<file path="src/rtl/release_writeback_unit.sv">
// -----------------------------------------------------------------------------
// release_writeback_unit
//   Turns an arbitrated client release into memory write traffic.
//   Releases carrying data (r_type 0..2) become one 8-beat write burst
//   (AW, 8 x W, B).
//   Voluntary releases are acknowledged to the client with a grant once the
//   write response returns.
//   Dataless voluntary releases go straight to the grant.
//   Dataless non-voluntary releases are consumed with no traffic at all.
//
// Ports
//   clk, reset                      clock, asynchronous active-low reset
//   io_in_*                         release beat input (valid/ready)
//   io_aw_*                         write-address channel, addr={block,6'h0}, len=7
//   io_w_*                          write-data channel, w_last on the 8th beat
//   io_b_*                          write-response channel, nonzero resp = error
//   io_grant_*                      release acknowledge to the originating client
//   io_error                        sticky error flag, cleared only by reset
// -----------------------------------------------------------------------------
module release_writeback_unit (
  input  logic        clk,
  input  logic        reset,
  output logic        io_in_ready,
  input  logic        io_in_valid,
  input  logic [1:0]  io_in_bits_header_src,
  input  logic [2:0]  io_in_bits_payload_addr_beat,
  input  logic [25:0] io_in_bits_payload_addr_block,
  input  logic        io_in_bits_payload_client_xact_id,
  input  logic        io_in_bits_payload_voluntary,
  input  logic [2:0]  io_in_bits_payload_r_type,
  input  logic [63:0] io_in_bits_payload_data,
  output logic        io_aw_valid,
  input  logic        io_aw_ready,
  output logic [31:0] io_aw_addr,
  output logic [7:0]  io_aw_len,
  output logic        io_w_valid,
  input  logic        io_w_ready,
  output logic [63:0] io_w_data,
  output logic        io_w_last,
  input  logic        io_b_valid,
  output logic        io_b_ready,
  input  logic [1:0]  io_b_resp,
  output logic        io_grant_valid,
  input  logic        io_grant_ready,
  output logic [1:0]  io_grant_dst,
  output logic        io_grant_client_xact_id,
  output logic        io_error
);

  typedef enum logic [2:0] {
    ST_IDLE  = 3'd0,
    ST_AW    = 3'd1,
    ST_DATA  = 3'd2,
    ST_RESP  = 3'd3,
    ST_GRANT = 3'd4
  } state_t;

  state_t      state_r;
  logic        hold_valid_r;
  logic [63:0] hold_data_r;
  logic [1:0]  src_r;
  logic        xact_r;
  logic        vol_r;
  logic [25:0] block_r;
  logic [2:0]  cnt_r;       // W beats sent in the current burst
  logic [3:0]  acc_cnt_r;   // data beats accepted in the current burst (0..8)
  logic        error_r;
  logic        aw_valid_r;
  logic        b_ready_r;
  logic        grant_valid_r;

  logic        in_ready_s;
  logic        w_valid_s;
  logic        in_fire_s;
  logic        w_fire_s;
  logic        has_data_s;

  // Input-ready decode: IDLE always accepts (once out of reset); DATA accepts
  // when the hold slot is empty or draining this cycle, until 8 beats are in.
  always_comb begin
    in_ready_s = 1'b0;
    case (state_r)
      ST_IDLE: in_ready_s = reset;
      ST_DATA: in_ready_s = (!hold_valid_r || (w_valid_s && io_w_ready)) && !acc_cnt_r[3];
      default: in_ready_s = 1'b0;
    endcase
  end

  assign w_valid_s  = (state_r == ST_DATA) && hold_valid_r;
  assign in_fire_s  = io_in_valid && in_ready_s;
  assign w_fire_s   = w_valid_s && io_w_ready;
  assign has_data_s = (io_in_bits_payload_r_type <= 3'd2);

  // Transaction FSM with hold register, beat counters and sticky error.
  always_ff @(posedge clk or negedge reset) begin
    if (!reset) begin
      state_r       <= ST_IDLE;
      hold_valid_r  <= 1'b0;
      hold_data_r   <= 64'h0;
      src_r         <= 2'd0;
      xact_r        <= 1'b0;
      vol_r         <= 1'b0;
      block_r       <= 26'h0;
      cnt_r         <= 3'd0;
      acc_cnt_r     <= 4'd0;
      error_r       <= 1'b0;
      aw_valid_r    <= 1'b0;
      b_ready_r     <= 1'b0;
      grant_valid_r <= 1'b0;
    end else begin
      case (state_r)
        ST_IDLE: begin
          if (in_fire_s) begin
            src_r  <= io_in_bits_header_src;
            xact_r <= io_in_bits_payload_client_xact_id;
            vol_r  <= io_in_bits_payload_voluntary;
            if (has_data_s) begin
              block_r      <= io_in_bits_payload_addr_block;
              hold_data_r  <= io_in_bits_payload_data;
              hold_valid_r <= 1'b1;
              acc_cnt_r    <= 4'd1;
              cnt_r        <= 3'd0;
              if (io_in_bits_payload_addr_beat != 3'd0) begin
                error_r <= 1'b1;
              end
              aw_valid_r <= 1'b1;
              state_r    <= ST_AW;
            end else if (io_in_bits_payload_voluntary) begin
              grant_valid_r <= 1'b1;
              state_r       <= ST_GRANT;
            end else begin
              state_r <= ST_IDLE;
            end
          end
        end
        ST_AW: begin
          if (io_aw_ready) begin
            aw_valid_r <= 1'b0;
            cnt_r      <= 3'd0;
            state_r    <= ST_DATA;
          end
        end
        ST_DATA: begin
          if (w_fire_s) begin
            cnt_r <= cnt_r + 3'd1;
          end
          // A new beat refills the slot even while the old one drains.
          if (in_fire_s) begin
            hold_data_r  <= io_in_bits_payload_data;
            hold_valid_r <= 1'b1;
            acc_cnt_r    <= acc_cnt_r + 4'd1;
            if ((io_in_bits_payload_addr_beat != acc_cnt_r[2:0]) || !has_data_s) begin
              error_r <= 1'b1;
            end
          end else if (w_fire_s) begin
            hold_valid_r <= 1'b0;
          end
          if (w_fire_s && (cnt_r == 3'd7)) begin
            b_ready_r <= 1'b1;
            state_r   <= ST_RESP;
          end
        end
        ST_RESP: begin
          if (io_b_valid) begin
            b_ready_r <= 1'b0;
            if (io_b_resp != 2'b00) begin
              error_r <= 1'b1;
            end
            if (vol_r) begin
              grant_valid_r <= 1'b1;
              state_r       <= ST_GRANT;
            end else begin
              state_r <= ST_IDLE;
            end
          end
        end
        ST_GRANT: begin
          if (io_grant_ready) begin
            grant_valid_r <= 1'b0;
            state_r       <= ST_IDLE;
          end
        end
        default: begin
          state_r       <= ST_IDLE;
          hold_valid_r  <= 1'b0;
          aw_valid_r    <= 1'b0;
          b_ready_r     <= 1'b0;
          grant_valid_r <= 1'b0;
        end
      endcase
    end
  end

  assign io_in_ready             = in_ready_s;
  assign io_aw_valid             = aw_valid_r;
  assign io_aw_addr              = {block_r, 6'h00};
  assign io_aw_len               = 8'h07;
  assign io_w_valid              = w_valid_s;
  assign io_w_data               = hold_data_r;
  assign io_w_last               = (state_r == ST_DATA) && (cnt_r == 3'd7);
  assign io_b_ready              = b_ready_r;
  assign io_grant_valid          = grant_valid_r;
  assign io_grant_dst            = src_r;
  assign io_grant_client_xact_id = xact_r;
  assign io_error                = error_r;

endmodule

</file>
<file path="config.mk">
export PLATFORM = sky130hd
export DESIGN_NAME = release_writeback_unit
export DESIGN_NICKNAME = d
export VERILOG_FILES = /design/src/rtl/release_writeback_unit.sv
export SDC_FILE = /design/constraint.sdc
export NUM_CORES = 1
export LEC_CHECK = 0
export ABC_AREA = 0
export CAP_MARGIN = 40
export CORE_UTILIZATION = 44
export CTS_CLUSTER_DIAMETER = 80
export DETAILED_ROUTE_END_ITERATION = 7
export PLACE_DENSITY = 0.86
export REMOVE_ABC_BUFFERS = 1
export SLEW_MARGIN = 20
export SYNTH_ARGS = -nofsm -noshare
export SYNTH_HDL_FRONTEND = slang
export SYNTH_SLANG_ARGS = --single-unit
</file>
<file path="constraint.sdc">
create_clock -name clk -period 2.71 [get_ports clk]
set_input_delay 0.542 -clock clk [delete_from_list [all_inputs] [get_ports clk]]
set_output_delay 0.542 -clock clk [all_outputs]
set_load 0.005 [all_outputs]
</file>
==> impl_results.md <==
- Slowest Stage Delay on Critical Path: 0.52 ns
- Setup crit start kind: input pin
- DR vias: 3424
- CTS tree: built
- Clk slew on worst S/H paths: 0.10 ns
- Max-cap viol count: 0
- Hold crit path type: in2async
- Family with the most delay on the worst path: buffers and inverters
- CP cell instances: clkdlybuf4s50_1 -> nor2b_1 -> o31a_1 -> nor3_1 -> clkdlybuf4s50_1
- Data arrival, critical path: 1.99 ns
- Area Overhead vs Synth: 53.1%
- DP Cell Count: 667
- Final setup vio count: 0
- TritonCTS Sinks: 109
- Register cell area after layout: 2730 um^2
- Final hold viol count: 0
- Cells after Synth: 327
- Ys flop type: dfrtp_1
- Dpl hpwl: 8580 um
- Yosys reg bits: 109
- CTS Buffer Depth: 2
- Outcome: finished, final reports clean
- Worst-Skew Late Latency: 0.37 ns
- GRT Total Usage: 21.7%
- Die height: 105 um
- Crit Path Max Fanout: 3
- Port Buffers: 208
- Initial DRT Pass Iterations: 4
- DRT iter0 DRCs: 116
- Die width: 105 um
- Fillcell total: 755
- Worst endpoint required time: 2.17 ns
- Final min period: 2.53 ns
- Nets: 654
- H-tree depth: 3
- Slowest CP cell: clkdlybuf4s50_1
- Synthesis Warnings: 0
- Largest area contributor in the netlist: dfrtp_1
- Vias in the first global route: 3666
- CTS Root Cell: clkbuf_8
- Area occupied by multi-input gates: 1730 um^2
- Crit Path Class: in2out
- Worst-margin pin slew: 0.722 ns
- Post-Route WL: 11300 um
- Critical path buffers and inverters: 2
- I/O pin cnt: 223
- Setup TNS: 0 ns
- Post-route DRC: 0
- Total CTS buffers: 9
- Vias per cell: 5.01
- Largest net degree at the start of global routing: 58
- Grt ovf: 0
- Initial antenna violation count: 0
- Post-synthesis sequential area ratio: 59.0%
- Area of the mapped netlist: 4630 um^2
- CP most frequent cell: clkdlybuf4s50_1
- Antenna Cells: 0
- Die area: 10900 um^2
- Leak Pwr: 2.98 nW
- Hold Slack: 0.332 ns
- Core box area: 10300 um^2
- Max-slew violation count: 0
- Power Dens Cells: 1040 nW/um^2
- Initial Utilization: 45.0%
- VDD IR max: 0.686 mV
- Top cells by count, synth: 109 x dfrtp_1, 87 x mux2_2, 14 x buf_4, 8 x a21oi_1
- Layout cells sized above 1: 21.9%
- Post-synth EDFFs: 0
- CP endpoint kind: output pin
- CTS Hold Bufs: 0
- Most numerous cell in the Yosys netlist: dfrtp_1
- Finished Layout Cells: 683
- Post-CTS resize count: 0
- Worst Skew: 0.0100 ns
- Post-CTS setup buffer count: 0
- Drt wl/cell: 16.6 um
- Largest cells by area after synthesis: dfrtp_1 59%, mux2_2 21%, buf_4 2.3%, mux2_1 1.7%, buf_6 0.97%
- First-pass GRT wire length: 18500 um
- Syn Area/Cell: 14.1 um^2
- Max Freq: 0.395 GHz
- Placement Rows: 37
- Post-synthesis cell type count: 49
- Top-area cell type share of the netlist area: 59.0%
- RSZ-0062 raised after global routing: false
- Gpl congestion: 0.850
- Detail Route Antenna Nets: 0
- Asr flop ratio synth: 100%
- Slew HR: 51.8%
- Period utilization: 93.4%
worst reg2reg max path, delay by kind of cell, from the launching register on:
kind	cells	cell delay (ns)
simple gates	2	0.51
buf+inv	2	0.48
flops	1	0.39
mux	1	0.31
compound gates	1	0.21
metrics by stage:
stage / worst slack [ns] / power [mW] / instance area (um^2) / util, %
global route: 0.0228 / 7.83 / 7080 / 68.9
floorplan: 0.0198 / 4.21 / 4480 / -
detailed placement: 0.171 / 6.33 / 6850 / 66.6
global placement: 0.173 / 6.17 / 6850 / 66.6
finish: 0.178 / 7.39 / 7080 / 68.9
CTS: 0.162 / 7.47 / 7080 / 68.9
routing by layer:
layer / GRT usage (%) / wire length, um / vias up
li1: - / - / 1570
met1: 25.1 / 4340 / 1706
met2: 38.0 / 5980 / 132
met3: 6.74 / 771 / 16
met4: 7.45 / 214 / 0
met5: 0 / 0 / -
path summary, 6_finish.rpt:
| path | start | end | slack, ns | cells after the start |
|---|---|---|---|---|
| max | io_w_ready | io_in_ready | 0.18 | 5 |
| min | reset | state_r[2]$_DFFE_PN0P_ | 0.33 | 2 |
| max reg2reg | state_r[1]$_DFFE_PN0P_ | io_w_data[16]$_DFFE_PN0P_ | 0.69 | 6 |
| min reg2reg | io_w_data[23]$_DFFE_PN0P_ | io_w_data[23]$_DFFE_PN0P_ | 0.50 | 1 |
| max in group asynchronous | reset | io_w_data[42]$_DFFE_PN0P_ | 1.20 | 3 |
| min in group clk | io_w_data[23]$_DFFE_PN0P_ | io_w_data[23]$_DFFE_PN0P_ | 0.50 | 1 |
flip-flops by register name (all words and copies together), names as in the netlist:
register                 flops
block_r                     26
io_grant_valid               1
io_b_ready                   1
io_w_data                   64
io_grant_dst                 2
acc_cnt_r                    4
hold_valid_r                 1
io_grant_client_xact_id      1
cnt_r                        3
io_error                     1
io_aw_valid                  1
vol_r                        1
state_r                      3
report_power, final:
part	switching, mW	total [mW]	internal [mW]	leakage [nW]
clock network	0.549	1.12	0.573	0.116
registers	0.467	2.89	2.42	1.31
logic	1.13	3.38	2.25	1.55
cells in the final DEF, fill, tap and decap left out, drive strengths merged, types with 2 or more instances in the layout:
master	instances
nor4	2
conb	14
nor3	5
nor3b	4
xnor2	3
o21a	2
a21oi	8
or3	2
nor2b	3
nand3	5
mux2i	2
nand2	5
clkbuf	11
ha	3
buf	13
mux2	94
nand2b	2
o31ai	3
dfrtp	109
a31oi	2
nor2	3
inv	8
and2	3
clkdlybuf4s50	207
o22ai	4
bufinv	2
and3	2
nand3b	2
o21ai	4
a211oi	2
kinds of logic after synthesis:
kind of cell,Yosys count,share of synthesized area (%)
other,2,0.162
flip-flops,109,59.0
AND/OR/NAND/NOR,41,5.52
adder cells (fa/ha/maj),3,0.812
AO/OA/AOI/OAI,38,5.87
multiplexers,96,23.3
XOR/XNOR,3,0.568
buffers and inverters,35,4.79
layout make-up:
cell class	count	area share, %
repair buffers	220	31.0
clock buffers	11	2.14
inverters	7	0.371
clock inverters	5	1.15
flip-flops and latches	109	38.5
multi-input cells	195	24.4
well taps	136	2.40
Power figures use the tool's default switching activity.
